<file path="src/rtl/parity_rr_arbiter.sv">
`default_nettype none
// ============================================================================
// Module   : parity_rr_arbiter
// Purpose  : Round-robin arbiter/sequencer sharing one even/odd classifier
//            between N_REQ requesters. A winning byte is pulsed into the
//            classifier for one cycle. The registered result is captured and
//            returned to the winner on a valid/ready response channel.
// Revision : 1.0 - initial release
// ----------------------------------------------------------------------------
// Parameters
//   N_REQ       number of requesters (2..8)
//   IDW         requester index width
// Ports
//   clk         rising-edge clock
//   reset       asynchronous active-low reset
//   req_valid   per-requester request valid          [N_REQ]
//   req_data    per-requester byte, lane i = [8i+7:8i] [8*N_REQ]
//   req_ready   one-hot accept, IDLE only             [N_REQ]
//   cls_valid   classifier in_valid (one-cycle pulse)
//   cls_data    classifier data_in
//   cls_even    classifier even result (registered)
//   cls_odd     classifier odd result (registered)
//   resp_valid  response valid
//   resp_id     index of the requester being answered [IDW]
//   resp_even   1 = even byte, 0 = odd byte
//   resp_ready  response consumer ready
//   busy        high whenever not IDLE
//   cls_err     sticky malformed-classifier-result flag
//   even_cnt    saturating count of even responses    [16]
//   odd_cnt     saturating count of odd responses     [16]
// Configuration
//   PARITY_ARB_STATS_EN  when defined, builds the even/odd response counters;
//                        otherwise even_cnt/odd_cnt are tied to zero.
// ============================================================================
module parity_rr_arbiter #(
  parameter int N_REQ = 4,
  parameter int IDW   = $clog2(N_REQ)
) (
  input  logic               clk,
  input  logic               reset,
  input  logic [N_REQ-1:0]   req_valid,
  input  logic [8*N_REQ-1:0] req_data,
  output logic [N_REQ-1:0]   req_ready,
  output logic               cls_valid,
  output logic [7:0]         cls_data,
  input  logic               cls_even,
  input  logic               cls_odd,
  output logic               resp_valid,
  output logic [IDW-1:0]     resp_id,
  output logic               resp_even,
  input  logic               resp_ready,
  output logic               busy,
  output logic               cls_err,
  output logic [15:0]        even_cnt,
  output logic [15:0]        odd_cnt
);

  typedef enum logic [1:0] {
    S_IDLE  = 2'd0,
    S_ISSUE = 2'd1,
    S_WAIT  = 2'd2,
    S_RESP  = 2'd3
  } state_t;

  state_t         state;
  logic [IDW-1:0] rr_ptr;
  logic [IDW-1:0] id_q;
  logic [7:0]     data_q;
  logic           resp_even_q;

  logic           win_found;
  logic [IDW-1:0] win_idx;
  logic [IDW:0]   cand;
  logic [7:0]     win_byte;
  logic [IDW-1:0] next_ptr;

  // --------------------------------------------------------------------------
  // Rotating-priority search. Offsets are visited from the highest down so
  // that the smallest offset from rr_ptr is the last (and winning) write.
  // --------------------------------------------------------------------------
  always_comb begin
    win_found = 1'b0;
    win_idx   = '0;
    cand      = '0;
    for (int k = N_REQ - 1; k >= 0; k--) begin
      cand = {1'b0, rr_ptr} + (IDW+1)'(k);
      if (cand >= (IDW+1)'(N_REQ)) begin
        cand = cand - (IDW+1)'(N_REQ);
      end
      if (req_valid[cand[IDW-1:0]]) begin
        win_found = 1'b1;
        win_idx   = cand[IDW-1:0];
      end
    end
  end

  // Byte lane of the winner, selected with constant slices only.
  always_comb begin
    win_byte = 8'h00;
    for (int i = 0; i < N_REQ; i++) begin
      if (win_idx == IDW'(i)) begin
        win_byte = req_data[8*i +: 8];
      end
    end
  end

  // Accept is only offered from IDLE and never while reset is held, which
  // keeps exactly one request in flight.
  always_comb begin
    req_ready = '0;
    if (reset && (state == S_IDLE) && win_found) begin
      req_ready[win_idx] = 1'b1;
    end
  end

  assign next_ptr = (id_q == IDW'(N_REQ - 1)) ? '0 : id_q + IDW'(1);

  // --------------------------------------------------------------------------
  // Sequencer: IDLE -> ISSUE -> WAIT -> RESP -> IDLE
  // --------------------------------------------------------------------------
  always_ff @(posedge clk or negedge reset) begin
    if (!reset) begin
      state       <= S_IDLE;
      rr_ptr      <= '0;
      id_q        <= '0;
      data_q      <= 8'h00;
      resp_even_q <= 1'b0;
      cls_valid   <= 1'b0;
      resp_valid  <= 1'b0;
      cls_err     <= 1'b0;
    end else begin
      case (state)
        S_IDLE: begin
          if (win_found) begin
            data_q    <= win_byte;
            id_q      <= win_idx;
            cls_valid <= 1'b1;
            state     <= S_ISSUE;
          end
        end
        S_ISSUE: begin
          cls_valid <= 1'b0;
          state     <= S_WAIT;
        end
        S_WAIT: begin
          // The classifier result was registered on the ISSUE edge. A result
          // claiming both or neither class is untrustworthy: flag it and
          // answer from the byte's own LSB instead.
          if (cls_even == cls_odd) begin
            cls_err     <= 1'b1;
            resp_even_q <= ~data_q[0];
          end else begin
            resp_even_q <= cls_even;
          end
          resp_valid <= 1'b1;
          state      <= S_RESP;
        end
        S_RESP: begin
          if (resp_ready) begin
            resp_valid <= 1'b0;
            rr_ptr     <= next_ptr;
            state      <= S_IDLE;
          end
        end
        default: begin
          state <= S_IDLE;
        end
      endcase
    end
  end

  assign cls_data  = data_q;
  assign resp_id   = id_q;
  assign resp_even = resp_even_q;
  assign busy      = (state != S_IDLE);

  // --------------------------------------------------------------------------
  // Optional response statistics
  // --------------------------------------------------------------------------
`ifdef PARITY_ARB_STATS_EN
  logic        resp_done;
  logic [15:0] even_cnt_q;
  logic [15:0] odd_cnt_q;

  assign resp_done = (state == S_RESP) && resp_ready;

  always_ff @(posedge clk or negedge reset) begin
    if (!reset) begin
      even_cnt_q <= 16'h0000;
      odd_cnt_q  <= 16'h0000;
    end else if (resp_done) begin
      if (resp_even_q) begin
        if (even_cnt_q != 16'hFFFF) begin
          even_cnt_q <= even_cnt_q + 16'h0001;
        end
      end else begin
        if (odd_cnt_q != 16'hFFFF) begin
          odd_cnt_q <= odd_cnt_q + 16'h0001;
        end
      end
    end
  end

  assign even_cnt = even_cnt_q;
  assign odd_cnt  = odd_cnt_q;
`else
  assign even_cnt = 16'h0000;
  assign odd_cnt  = 16'h0000;
`endif

endmodule
`default_nettype wire

</file>
<file path="config.mk">
export PLATFORM = sky130hd
export DESIGN_NAME = parity_rr_arbiter
export DESIGN_NICKNAME = d
export VERILOG_FILES = /design/src/rtl/parity_rr_arbiter.sv
export SDC_FILE = /design/constraint.sdc
export NUM_CORES = 1
export LEC_CHECK = 0
export BUFFER_PORTS_ARGS = -buffer_cell sky130_fd_sc_hd__buf_2
export CAP_MARGIN = 10
export CORE_UTILIZATION = 42
export CTS_CLUSTER_SIZE = 10
export DETAILED_ROUTE_END_ITERATION = 8
export HOLD_SLACK_MARGIN = 0.15
export PLACE_DENSITY = 0.77
export SLEW_MARGIN = 10
export SYNTH_ARGS = -nofsm -noshare
export SYNTH_HDL_FRONTEND = slang
export SYNTH_SLANG_ARGS = --single-unit
</file>
<file path="constraint.sdc">
create_clock -name clk -period 1.9 [get_ports clk]
set_input_delay 0.285 -clock clk [delete_from_list [all_inputs] [get_ports clk]]
set_output_delay 0.285 -clock clk [all_outputs]
set_load 0.005 [all_outputs]
</file>
# Yosys cells after proc, flatten, opt, wreduce, memory -nomap -nowiden
# Cells that the tools add are included.
[word_totals]
regBits = 18
word_cells = 87
[classes]
order_cmp = 10
eq_ne = 10
mux = 36
add_sub_neg = 8
bitwise = 1
reduce_logical = 14
[op_table]
columns = ["operator", "n"]
rows = [
  ["two-way mux 8 bit", 4],
  ["two-way mux 2 bit", 11],
  ["< comparator 2 x 3 -> 1 bit, second input constant", 5],
  ["two-way mux 1 bit", 12],
  ["AND reduction 2 bit", 6],
  ["== test 2 bit, second input constant", 5],
  [">= comparator 3 bit, second input constant", 3],
  ["binary-select mux 1 bit (select 2 bit)", 4],
  ["case mux 2 bit (4 select lines)", 1],
  ["subtractor 2 x 1 -> 2 bit, second input constant", 4],
  ["adder 2 x 2 -> 3 bit, second input constant", 2],
  ["nonzero test 2 bit", 3],
  ["== test 2 x 1 -> 1 bit, second input constant", 2],
  ["logical NOT 2 bit", 2],
  ["two-way mux 4 bit", 1],
  ["inequality test 2 bit, second input constant", 2],
  ["case mux 1 bit (2 select lines)", 2],
  ["adder 2 x 1 -> 3 bit, second input constant", 1],
  [">= comparator 2 x 3 -> 1 bit, second input constant", 1],
  ["logical AND 1 bit", 3],
  ["adder 2 x 1 -> 2 bit, second input constant", 1],
  ["demux 1 bit (select 2 bit)", 1],
  [">= comparator 2 x 1 -> 1 bit, second input constant", 1],
  ["== test 1 bit", 1],
  ["inverter 1 bit", 1],
]

# Depth between registers and ports, before layout
# Gate-level depths: netlist (run 1).
[depth]
word_depth = 14
mapped_depth = 7

# Worst setup path before layout (run 1)
# OpenSTA, ideal clock, no wires.
[synth_path]
path_kind = "input -> output"
from = "in req_valid[2]"
to = "out req_ready[0]"
required_ps = 1615
arrival_ps = 1407
path_stages = 6
path_buffers = 2
setup_slack_ps = 208
cell_sequence = "nor2b_1 a211o_1 and2_4 buf_6 buf_8 nor3_1"
[synth_between]
elab_chain_cells = 11
[synth_rtl]
columns = ["item", "line_no", "source"]
rows = [
  ["start, declared", "41", "input logic [N_REQ-1:0] req_valid,"],
  ["binary-select mux 1 bit (select 2 bit)", "90", "if (req_valid[cand[IDW-1:0]]) begin"],
  ["two-way mux 1 bit (not written as such)", "90", ""],
  ["two-way mux 2 bit (4 in a row)", "90", ""],
  ["< comparator 2 x 3 -> 1 bit (not written as such) / >= comparator 2 x 1 -> 1 bit (equally long branches)", "112", "req_ready[win_idx] = 1'b1;"],
  ["logical AND 1 bit (not written as such)", "112", ""],
  ["two-way mux 1 bit (not written as such)", "112", ""],
  ["demux 1 bit (select 2 bit)", "112", ""],
  ["two-way mux 4 bit (*)", "111", "if (reset && (state == S_IDLE) && win_found) begin"],
  ["end, declared", "43", "output logic [N_REQ-1:0] req_ready,"],
]
# Every way passes the cells marked *; elsewhere a longest branch is shown, timed or not. The select of a mux whose other input is x is not followed.

# Final worst setup path (run 1)
[layout_path]
from = "reg rr_ptr[0]"
to = "out req_ready[2]"
[layout_between]
elab_chain_cells = 14
[layout_rtl]
columns = ["item", "line_no", "source"]
rows = [
  ["start, declared", "66", "logic [IDW-1:0] rr_ptr;"],
  ["start signal, assigned", "161", "rr_ptr <= next_ptr;"],
  ["adder 2 x 2 -> 3 bit", "86", "cand = {1'b0, rr_ptr} + (IDW+1)'(k);"],
  [">= comparator 3 bit / subtractor 2 x 1 -> 2 bit (equally long branches)", "87, 88", ""],
  ["two-way mux 2 bit", "87", "if (cand >= (IDW+1)'(N_REQ)) begin"],
  ["binary-select mux 1 bit (select 2 bit)", "90", ""],
  ["two-way mux 1 bit (not written as such)", "90", ""],
  ["two-way mux 2 bit (4 in a row)", "90", ""],
  ["< comparator 2 x 3 -> 1 bit (not written as such) / >= comparator 2 x 1 -> 1 bit (equally long branches)", "112", ""],
  ["logical AND 1 bit (not written as such)", "112", ""],
  ["two-way mux 1 bit (not written as such)", "112", ""],
  ["demux 1 bit (select 2 bit)", "112", ""],
  ["two-way mux 4 bit (*)", "111", ""],
]
# Marked as above.

==> results of run 1 <==
==> registers in the layout, summed over array words and instances (netlist names) <==
name,cells
cls_data,8
resp_valid,1
resp_even,1
cls_valid,1
cls_err,1
resp_id,2
rr_ptr,2
state,2
==> cells in the mapped netlist (all sizes together) <==
cell type / n / area, µm²
maj3: 1 / 10.0
nor3: 2 / 10.0
mux2i: 12 / 120
conb: 1 / 3.75
a21boi: 5 / 37.5
a211oi: 10 / 100
o21ai: 6 / 30.0
mux2: 1 / 11.3
nand3: 2 / 10.0
nor2b: 5 / 31.3
nand2: 12 / 45.0
inv: 6 / 22.5
ha: 6 / 75.1
nor2: 12 / 45.0
and2: 1 / 8.76
a21oi: 1 / 5.00
buf: 34 / 267
o31ai: 1 / 7.51
o21bai: 2 / 18.8
a21o: 1 / 7.51
nand4b: 1 / 8.76
nor4: 1 / 6.26
xnor2: 1 / 8.76
dfrtp: 18 / 450
and3b: 1 / 8.76
o22ai: 1 / 6.26
o221ai: 3 / 26.3
a211o: 1 / 8.76
nand2b: 2 / 12.5
==> repair_timing <==
action | 4_1_cts | 5_1_grt
pin swaps | 4 | 7
resized for setup | 16 | 8
cloned | 0 | 0
endpoints found under the setup margin | 4 | 4
hold endpoints to repair | 18 | 0
hold buffers | 1 | 0
setup buffers | 3 | 9
==> metal layers <==
layer  vias to the layer above  track usage [%]
met4                         0             4.65
met5                         -                0
met2                        49             28.6
met3                         2             3.90
li1                        621                -
met1                       575             22.1
==> cells by family (layout without fill, tap and decap cells) <==
kind of cell               Yosys count  after routing  share of synthesized area (%)
adders and majority gates            7              7                           6.07
muxes                               13             13                           9.37
and+or+nand+nor                     39             39                           13.3
buffers and inverters               40             89                           20.6
other                                1             32                          0.267
xor gates and xnor gates             1              1                          0.625
DFF                                 18             18                           32.1
AOI/OAI and AO/OA                   31             31                           17.7
==> power groups by stage <==
| stage | clock network (mW) | logic (mW) | registers (mW) |
|---|---|---|---|
| 2_1_floorplan | 0 | 0.780 | 0.696 |
| 3_3_place_gp | 0 | 1.09 | 0.699 |
| 3_5_place_dp | 0 | 1.12 | 0.703 |
| 4_1_cts | 0.245 | 1.24 | 0.709 |
| 5_1_grt | 0.257 | 1.60 | 0.726 |
| 6_report | 0.238 | 1.43 | 0.707 |
==> cell type report <==
class / count / area [µm²]
Sequential cell: 18 / 450
Inverter: 6 / 22.5
Multi-Input combinational cell: 123 / 860
Timing Repair Buffer: 79 / 455
Tap cell: 44 / 55.1
Clock buffer: 4 / 36.3
Fill cell: 285 / 1220
==> cells in the final DEF, fill, tap and decap left out, types with 5 or more instances in the layout <==
cell type / Yosys / layout
nand2_1: 12 / 10
buf_4: 32 / 17
conb_1: 1 / 32
a21boi_0: 5 / 5
mux2i_1: 12 / 12
a211oi_1: 5 / 5
a211oi_2: 5 / 5
buf_2: 0 / 59
nor2_1: 12 / 11
ha_1: 6 / 5
o21ai_0: 6 / 5
dfrtp_1: 18 / 18
==> how the worst max path moves through the flow <==
| stage | from | endpoint | slack, ns | cells past startpoint |
|---|---|---|---|---|
| after floorplan | req_valid[2] | req_ready[0] | 0.21 | 6 |
| after global placement | req_valid[2] | req_ready[0] | 0.12 | 6 |
| after detailed placement | req_valid[2] | req_ready[0] | 0.08 | 6 |
| after CTS | rr_ptr[0] | req_ready[2] | 0.004 | 6 |
| after global routing | rr_ptr[0] | req_ready[3] | -0.04 | 6 |
| final | rr_ptr[0] | req_ready[2] | 0.04 | 6 |
==> per-stage QoR <==
| step | area (µm²) | hold slack [ns] |
|---|---|---|
| 4_1_cts | 1780 | 0.206 |
| 6_report | 1880 | 0.210 |
| 3_5_place_dp | 1660 | 0.149 |
| 5_1_grt | 1880 | 0.213 |
| 3_3_place_gp | 1660 | 0.144 |
| 2_1_floorplan | 1520 | -0.0106 |
==> critical path, delay by kind of cell, from the launching register on <==
family	cells	cell delay [ns]
buf+inv	2	0.26
flops	1	0.43
simple gates	3	0.48
compound gates	1	0.10
==> results, run 1 <==
- The flow ran to the end, and the final reports show no timing, DRC or antenna violations.
- The top-level port count is 92.
- The region available for standard cell placement spans just over 3000 µm².
- The power after layout is roughly 2.4 mW.
- The netlist area before placement is approximately 1400 µm².
- The total clock buffers created by CTS is 3.
- The slowest cell on the critical path is dfrtp_1.
- For the worst-skew pair, the clock arrives at the later sink with an insertion delay of 0.29 ns.
- In this run the clock root is driven by a clkbuf_4.
- The worst setup path is launched from a flip-flop.
- The area growth from synthesis to layout is 34.0%.
- Summing over every cut layer, the via total after detailed routing is between 1000 and 1500.
- The critical path in this run is classified as flip-flop to output pin.
- Summed over all nets, the half-perimeter wirelength after detailed placement is 2470 µm.
- VDD sags by at most between 0.6 and 0.7 mV.
- The initial utilization of the core area, before any placement, comes to 45.2%.
- In this run the worst path has a maximum fanout of 3.
- The critical path goes through nor2b_2 -> o21bai_1 -> and3b_2 -> buf_6 -> nor3_4 -> buf_2.
- The met3 layer wire length in the routed design is approximately 170 µm.
- The detailed router finished its first iteration with 45 violations.
- The total setup violations reported at the end of the flow is 0.
- The first-pass GRT wire length is ~4600 µm.
- During placement, the flow inserted port buffers numbering 59.
- The detailed router used layers up to and including met4.
- Net switching is 41.3% of the power.
- The final max-slew violation count came to 0.
- The clock-pin slew on the worst setup and hold paths is 0.11 ns.
- Dividing the detail-routed wire length by the instance count gives between 10 and 15 µm.
- The number of endpoints with negative hold slack in the final report is 0.
- In this run the remaining antenna-violating nets after routing total 0.
- The worst hold path terminates at resp_valid.
- The worst register-to-register path has a setup slack of about 0.13 ns.
- The number of antenna violations at the first check in global routing was 0.
- The via count of the first global-routing pass came to 1048.
- Entering global routing, the biggest net connects 13 pins.
- The power share of the sequential group is between 20% and 30%.
- Cells with a size suffix above 1 make up between 40% and 50% of the layout.
- The internal power of the cells totals about 1.4 mW.
- The count of distinct cell types in the synthesized netlist is 33.
- The synthesis warning total is 0.
- For the worst flop-to-flop path, the logic depth is 7.
- For this run, the slowest stage of the critical path takes between 0.4 and 0.5 ns.
- The worst path meets setup with ~0.041 ns of slack.
- In this run, placement finished with an instance count of roughly 260.
- No sink is reached through more buffers than the 2 on the longest clock path.
- In this run the mean area of a mapped cell was ~9.4 µm².
- The total overflow left after global routing is 0.
- Cells fill between 60 and 70% of the core in the end.
- The maximum clock frequency is 538 MHz.
- Routability-driven placement finished with a final weighted congestion of between 0.7 and 0.8.
- The endpoint type of the worst setup path is an output pin.
- The number of clock sinks is 18.
- The startpoint identified for the worst register-to-register timing path is rr_ptr[0].
- The routed metal-1 wirelength is 1430 µm.
- The analysis attributes to net switching a power of 982 µW.
- The per-cell via count in the routed design is between 4 and 5.
- Synthesis handed over a netlist of 150 instances.
- The tool flagged a number of max-cap violations equal to 0.
- The proportion of power drawn by combinational gates is between 60% and 70%.
- The worst slack after detailed placement is 0.0813 ns.
- The number of iterations in the first detailed-routing pass is 4.
- The chip width is between 50 and 60 µm.
- Data arrives at the worst endpoint at between 1.5 and 2 ns.
- The total global routing track utilization is between 15 and 20%.
- The power density relative to cell area is between 1000 and 1500 nW/µm².
- For the final routed database, the setup TNS stands at 0 ns.
- After detailed routing, the total wire length is roughly 3400 µm.
- The detailed-routed wire length on met2 is approximately 1800 µm.
- The sequential fraction of the synthesis area is between 30% and 40%.
- The cell depth of the worst min-delay path is 2.
- In this run the vertical extent of the chip is around 60 µm.
- The H-tree depth is 1.
- The clock tree from TritonCTS is done.
- The worst hold-check path type is input port to flip-flop.
- The final clock skew is 0.00407 ns.
- For the finished layout, the period the worst path requires is between 1.5 and 2 ns.
- In this run, synthesis produced a sequential element count of 18.
- The net total in the final layout is roughly 280.
- The endpoint identified for the worst register-to-register timing path is cls_data[0].
- In the routed design, unresolved DRC markers number 0.
- For this design the static power due to leakage is just under 1 nW.
- The final clock period utilization by the worst path is a little over nine tenths.
- Setup repair after global routing could not meet its margin everywhere.
- The clock share of power is about a tenth.
- The number of placement rows is 20.
- The startpoint identified for the worst hold timing path is resp_ready.
- The final antenna diode count is 0.
- The floorplan step defined a die boundary enclosing around 3600 µm².
- The data required time of the worst path is around 1.6 ns.
- Excluding fillers, the count of instances in the completed layout stands at 274.
No activity file was read; power rests on OpenSTA's default activity.
==> run 2, diff against run 1 <==
- CORE_MARGIN: unset -> 2
- CORE_UTILIZATION: 42 -> 38
- PLACE_DENSITY: 0.77 -> 0.73
- clock period: 1.9 -> 1.5 ns (I/O delays scaled with it)
==> run 2 against run 1 <==
Against the previous run: the run now ends with negative setup slack left; non-clock buffer count up 13; worst setup slack worse by 0.27 ns; clock power up 69%; hold slack worse by 0.021 ns; total power up 54%; critical path type unchanged; critical endpoint is now req_ready[1].
==> results, run 2 (same netlist as run 1, synthesis figures left out) <==
- The flow ran to the end, but the final reports show violations.
- The final reports fail on negative setup slack.
- The library cell used most frequently in the layout, excluding fill and tap cells, is buf_2.
- The total stage count of the critical path is 6 (unchanged).
- The switching component of the power is 1.43 mW (+46%).
- The clock-pin slew on the worst setup and hold paths is 0.07 ns (-0.04 ns).
- The data required time of the worst path is 1.27 ns (-0.35 ns).
- The residual DRC count is 0 (unchanged).
- The worst hold-check path type is input port to flip-flop.
- The number of buffer and inverter stages on the critical path is 1 (-1).
- The number of iterations in the first detailed-routing pass is 5 (+1).
- The final clock skew is 0.00282 ns (-0.00125 ns).
- The chip width is 64.8 µm (+8.3%).
- The total global routing track utilization is 16.9% (-0.20 points).
- The worst setup slack for register-to-register paths is -0.12 ns (-0.25 ns).
- The total clock buffers created by CTS came to 3 (unchanged).
- The instance count after placement with tap cells included came to 272 (+5.8%).
- The net total in the final layout came to 291 (+4.7%).
- The end of the worst register-to-register path is cls_data[2].
- The slowest cell on the critical path is dfrtp_1.
- The worst voltage drop across the vdd grid is 0.992 mV (+57%).
- The internal power component was 2.22 mW (+60%).
- The number of antenna violations at the first check in global routing came to 0 (unchanged).
- The number of vias after detailed routing is 1304 (+4.6%).
- The number of placement rows was 22 (+10%).
- The path depth of the worst reg2reg path is 8 (+1).
- The per-cell via count in the routed design was 4.48 (-1.5%).
- The power density relative to cell area is 1710 nW/µm² (+35%).
- The worst setup path is of the flip-flop to output pin kind.
- The reported leakage power came to 1.07 nW (+9.0%).
- The net switching share of the total power was 39.1% (-2.2 points).
- The maximum net fanout on the critical path is 4 (+1).
- The via count of the first global-routing pass is 1209 (+15%).
- The y dimension of the die is 64.8 µm (+8.3%).
- The weighted congestion at the end of routability-driven global placement is 0.736 (-2.5%).
- The worst register-to-register path begins at rr_ptr[0].
- The total setup violations reported at the end of the flow was 12 (+12).
- The core box area was 3610 µm² (+16%).
- The final hold slack came to 0.189 ns (-0.0205 ns).
- The full die area is 4190 µm² (+17%).
- The final max-slew violation count is 0 (unchanged).
- The family of cells with the greatest summed delay on the critical path is simple AND/OR/NAND/NOR gates.
- The count of port buffers added during placement is 59 (unchanged).
- The initial core utilization is 38.9% (-6.3 points).
- The area growth from synthesis to layout is 52.5%.
- The top-level port count is 92 (unchanged).
- The root cell of the clock tree is clkbuf_8.
- The number of clock sinks is 18 (unchanged).
- The most critical setup path has its startpoint at rr_ptr[0].
- The estimated wirelength of the detail-placed design came to 2570 µm (+3.8%).
- The proportion of power drawn by combinational gates was 64.9% (+4.6 points).
- The maximum clock insertion buffer count is 2 (unchanged).
- Setup repair after global routing could not meet its margin everywhere.
- The critical path goes through nor2b_2 -> o21bai_1 -> and3b_2 -> nand3_2 -> nor2_1 -> buf_2.
- The wire length per cell is 12.9 µm (+4.8%).
- STA classifies the critical path startpoint as a flip-flop.
- The number of endpoints with negative hold slack in the final report is 0 (unchanged).
- The shortest clock period the worst path allows after layout is around 1.7 ns.
- The worst path uses 115% of the clock period.
- The clock share of power is 11.0% (+1.0 points).
- The arrival time at the worst endpoint is 1.50 ns (-0.07 ns).
- The sum of overflow across all layers after global routing is 0 (unchanged).
- The worst slack after detailed placement is -0.105 ns (-0.186 ns).
- The power share of the sequential group came to 24.1% (-5.6 points).
- For this run, the top clock speed supported by timing is 578 MHz.
- Leaving out fill and tap cells, the most frequent cells in the layout are 59 x buf_2, 32 x conb_1, 23 x buf_4, 18 x dfrtp_1, 10 x nor2_1.
- The max-capacitance violation count is 0 (unchanged).
- The number of flip-flops under the largest register name was 8 (unchanged).
- The worst-skew pair later-pin latency is 0.25 ns (-0.04 ns).
- The final wirelength is 3760 µm (+11%).
- The maximum number of pins on one net before global-route repair is 16 (+3).
- The delay of the slowest cell on the worst path is 0.40 ns (-0.03 ns).
- The utilization of the core after routing is 59.3% (-1.3 points).
- TritonCTS built the clock tree.
- The smallest setup slack after layout is -0.230 ns (-0.271 ns).
- The share of final-layout standard cells stronger than drive strength 1 is 54.7% (+9.5 points).
- The first-pass GRT wire length came to 5460 µm (+20%).
- The endpoint type of the worst setup path is an output pin.
- The count of nets left with antenna violations after detail routing is 0 (unchanged).
- The H-tree depth came to 1 (unchanged).
- The power after layout is 3.65 mW (+54%).
- The most critical setup path has its endpoint at req_ready[1].
- The final cell count without fillers is 291 (+6.2%).
- The final antenna diode count is 0 (unchanged).
- The violation count after the first detailed-routing iteration came to 45 (unchanged).
## run 2: changes by cell type in the layout (fill, tap and decap cells not counted), sizes merged
cell	previous run	this run
buf	78	91
## run 2: worst min-delay path by stage
stage	from	to	slack, ns	depth (start not counted)
2_1_floorplan	reset	cls_data[0]	-0.07	0
5_1_grt	resp_ready	resp_valid	0.20	2
3_3_place_gp	reset	cls_data[2]	0.06	1
4_1_cts	resp_ready	resp_valid	0.19	2
3_5_place_dp	reset	cls_data[2]	0.06	1
6_report	resp_ready	resp_valid	0.19	2
## run 2: metal layers
| layer | routed length (µm) | share of wire (%) | GRT usage [%] |
|---|---|---|---|
| met3 | 234 | 6.2 | 4.51 |
| met2 | 1960 | 52 | 29.4 |
| met4 | 29 | 0.77 | 4.79 |
| met5 | 0 | 0 | 0 |
| met1 | 1530 | 41 | 20.5 |
## run 2: final cells by class
cell class / count / area [µm²]
inverter: 6 / 22.5
timing repair buffer: 92 / 604
clock buffer: 4 / 55.1
fill: 330 / 1470
tap: 48 / 60.1
multi-input combinational: 123 / 946
sequential: 18 / 450
## run 2: through the flow
step / setup TNS [ns] / cell area [µm²]
finish: -1.66 / 2140
global route: -2.82 / 2140
CTS: -1.37 / 2000
detailed placement: -0.669 / 1760
global placement: -0.256 / 1760
floorplan: -0.144 / 1540
## run 2: power groups by stage
stage / Sequential [mW] / Clock, mW / Combinational (mW)
floorplan: 0.881 / 0 / 1.04
global placement: 0.875 / 0 / 1.63
detailed placement: 0.879 / 0 / 1.66
CTS: 0.877 / 0.415 / 2.06
global route: 0.912 / 0.440 / 2.59
finish: 0.881 / 0.403 / 2.37
## run 2: timing repair
| action | 4_1_cts | 5_1_grt |
|---|---|---|
| endpoints found under the setup margin | 12 | 16 |
| hold buffers | 1 | 0 |
| gates resized for setup | 23 | 33 |
| setup buffers | 12 | 5 |
| endpoints found under the hold margin | 18 | 0 |
| pin swaps | 13 | 14 |
| cloned | 2 | 0 |
==> run 3, diff against run 2 <==
- RECOVER_POWER: unset -> 50
==> run 3 against run 2 <==
Against the previous run: the flow still finishes with violations (negative setup slack); clock skew increased by 0.0012 ns; sequential share of layout area about the same; combinational power about the same; count of clock-buffer cells in the layout unchanged; critical path depth is the same; sequential power barely moved; sequential cell count did not move; fmax up 0.35%; total power is essentially flat; worst setup slack gained 0.0060 ns; hold slack gained 0.0016 ns; final cell count unchanged.
==> results, run 3 (same netlist as run 1, synthesis figures left out) <==
- The number of placement rows is 22 (unchanged).
- The root cell of the clock tree is clkbuf_8.
- The maximum clock insertion buffer count came to 2 (unchanged).
- The net total in the final layout was 291 (unchanged).
- The most common cell after layout, fill and taps aside is buf_2.
- The proportion of power drawn by combinational gates is 64.9% (about the same).
- The full die area came to 4190 µm² (unchanged).
- The arrival time at the worst endpoint was 1.50 ns (about the same).
- The number of clock sinks was 18 (unchanged).
- The data required time of the worst path is 1.27 ns (about the same).
- The net switching share of the total power came to 39.1% (about the same).
- The worst setup path is of the flip-flop to output pin kind.
- The internal power component is 2.22 mW (about the same).
- The area of all sequential standard cells came to 450 µm² (unchanged).
- The estimated wirelength of the detail-placed design came to 2570 µm (unchanged).
- The number of vias after detailed routing is 1307 (+0.23%).
- The worst hold-check path type is input port to flip-flop.
- The final antenna diode count came to 0 (unchanged).
- Setup repair after global routing could not meet its margin everywhere.
- The worst slack after detailed placement came to -0.105 ns (unchanged).
- The run finished, with violations left.
- The checks that failed: negative setup slack.
- The H-tree depth is 1 (unchanged).
- The final max-slew violation count is 0 (unchanged).
- The total setup violations reported at the end of the flow is 12 (unchanged).
- The clock-pin slew on the worst setup and hold paths is 0.07 ns (about the same).
- The area growth from synthesis to layout is 52.3%.
- The share of final-layout standard cells stronger than drive strength 1 was 54.7% (unchanged).
- The y dimension of the die is 64.8 µm (unchanged).
- The power after layout is 3.65 mW (about the same).
- The count of fill cells added during filler insertion is 330 (unchanged).
- The worst voltage drop across the vdd grid is 0.990 mV (-0.23%).
- The area used by multi-input combinational logic is 946 µm² (unchanged).
- The final wirelength came to 3740 µm (-0.40%).
- The core box area is 3610 µm² (unchanged).
- The residual DRC count is 0 (unchanged).
- The chip width is 64.8 µm (unchanged).
- The final clock period utilization by the worst path is 115% (-0.40 points).
- The max-capacitance violation count is 0 (unchanged).
- The sum of negative setup slack came to -1.60 ns (+0.0672 ns).
- The per-cell via count in the routed design is 4.49 (+0.23%).
- The maximum clock frequency came to 580 MHz (+0.35%).
- The violation count after the first detailed-routing iteration was 44 (-2.2%).
- The weighted congestion at the end of routability-driven global placement was 0.736 (unchanged).
- The power share of the sequential group came to 24.1% (about the same).
- The number of antenna violations at the first check in global routing is 0 (unchanged).
- The final hold slack came to 0.191 ns (+0.00164 ns).
- The switching component of the power is 1.43 mW (-0.10%).
- The clock share of power was 11.0% (about the same).
- The count of port buffers added during placement is 59 (unchanged).
- The number of endpoints with negative hold slack in the final report is 0 (unchanged).
- The number of iterations in the first detailed-routing pass is 4 (-1).
- The sum of overflow across all layers after global routing was 0 (unchanged).
- The worst-skew pair later-pin latency is 0.25 ns (about the same).
- The worst setup path is captured at an output pin.
- The wire length per cell is 12.9 µm (-0.40%).
- The maximum net fanout on the critical path is 4 (unchanged).
- The top-level port count is 92 (unchanged).
- The shortest clock period the worst path allows after layout came to 1.72 ns (-0.00603 ns).
- The reported leakage power is 1.07 nW (about the same).
- The top cell types in the final layout, fill and taps aside, are 59 x buf_2, 32 x conb_1, 22 x buf_4, 18 x dfrtp_1, 10 x nor2_1.
- The smallest setup slack after layout is -0.224 ns (+0.00603 ns).
- The power density relative to cell area was 1710 nW/µm² (about the same).
- The count of nets left with antenna violations after detail routing came to 0 (unchanged).
- The utilization of the core after routing is 59.2% (-0.069 points).
- The first-pass GRT wire length came to 5460 µm (unchanged).
- The initial core utilization is 38.9% (unchanged).
- The maximum number of pins on one net before global-route repair is 16 (unchanged).
- The worst setup path is launched from a flip-flop.
- The number of flip-flops under the largest register name is 8 (unchanged).
- The total clock buffers created by CTS was 3 (unchanged).
- The via count of the first global-routing pass was 1209 (unchanged).
- The total global routing track utilization was 16.9% (unchanged).
- TritonCTS built the clock tree.
- The final clock skew is 0.00404 ns (+0.00122 ns).
run 3: area by class of cell:
class / count / area share (%)
Inverter: 6 / 1.05
Multi-Input combinational cell: 123 / 44.3
Clock buffer: 4 / 2.58
Sequential cell: 18 / 21.1
Timing Repair Buffer: 92 / 28.2
Tap cell: 48 / 2.81
run 3: through the flow:
| step | cell area, µm² | cells |
|---|---|---|
| 6_report | 2140 | 291 |
| 5_1_grt | 2140 | 291 |
| 4_1_cts | 2000 | 289 |
| 3_5_place_dp | 1760 | 272 |
| 3_3_place_gp | 1760 | 272 |
| 2_1_floorplan | 1540 | 181 |
run 3: per-layer routing:
| layer | part of all wire (%) | global-route usage [%] | up-vias |
|---|---|---|---|
| met5 | 0 | 0 | - |
| li1 | - | - | 640 |
| met2 | 52 | 29.4 | 47 |
| met4 | 0.77 | 4.79 | 0 |
| met1 | 40 | 20.5 | 616 |
| met3 | 6.5 | 4.51 | 4 |
run 3: repair_timing:
item | 4_1_cts | 5_1_grt
endpoints found under the setup margin | 12 | 16
cloned | 2 | 0
gates resized for setup | 23 | 33
pin swaps | 13 | 14
hold buffers | 1 | 0
setup buffers | 12 | 5
endpoints found under the hold margin | 18 | 0
run 3: critical path, cell delays in order, from the launching register on:
cell and delay (ns):
dfrtp_1 0.40, nor2b_2 0.07, o21bai_1 0.17, and3b_2 0.29, nand3_2 0.10, nor2_1 0.11, buf_2 0.12
run 3: power groups by stage:
stage	sequential (mW)	clock (mW)	combinational (mW)
6_report	0.881	0.401	2.37
2_1_floorplan	0.881	0	1.04
5_1_grt	0.912	0.440	2.59
3_5_place_dp	0.879	0	1.66
4_1_cts	0.877	0.415	2.06
3_3_place_gp	0.875	0	1.63
run 3: path summary, 6_finish.rpt:
kind	startpoint	end	slack, ns	cells after the start
hold / removal	resp_ready	resp_valid	0.19	2
setup reg to reg	rr_ptr[0]	cls_data[2]	-0.11	8
setup / recovery	rr_ptr[0]	req_ready[1]	-0.22	6
max in group asynchronous	reset	resp_id[1]	0.41	3
min in group asynchronous	reset	cls_data[2]	0.43	2
hold reg to reg	cls_err	cls_err	0.46	1
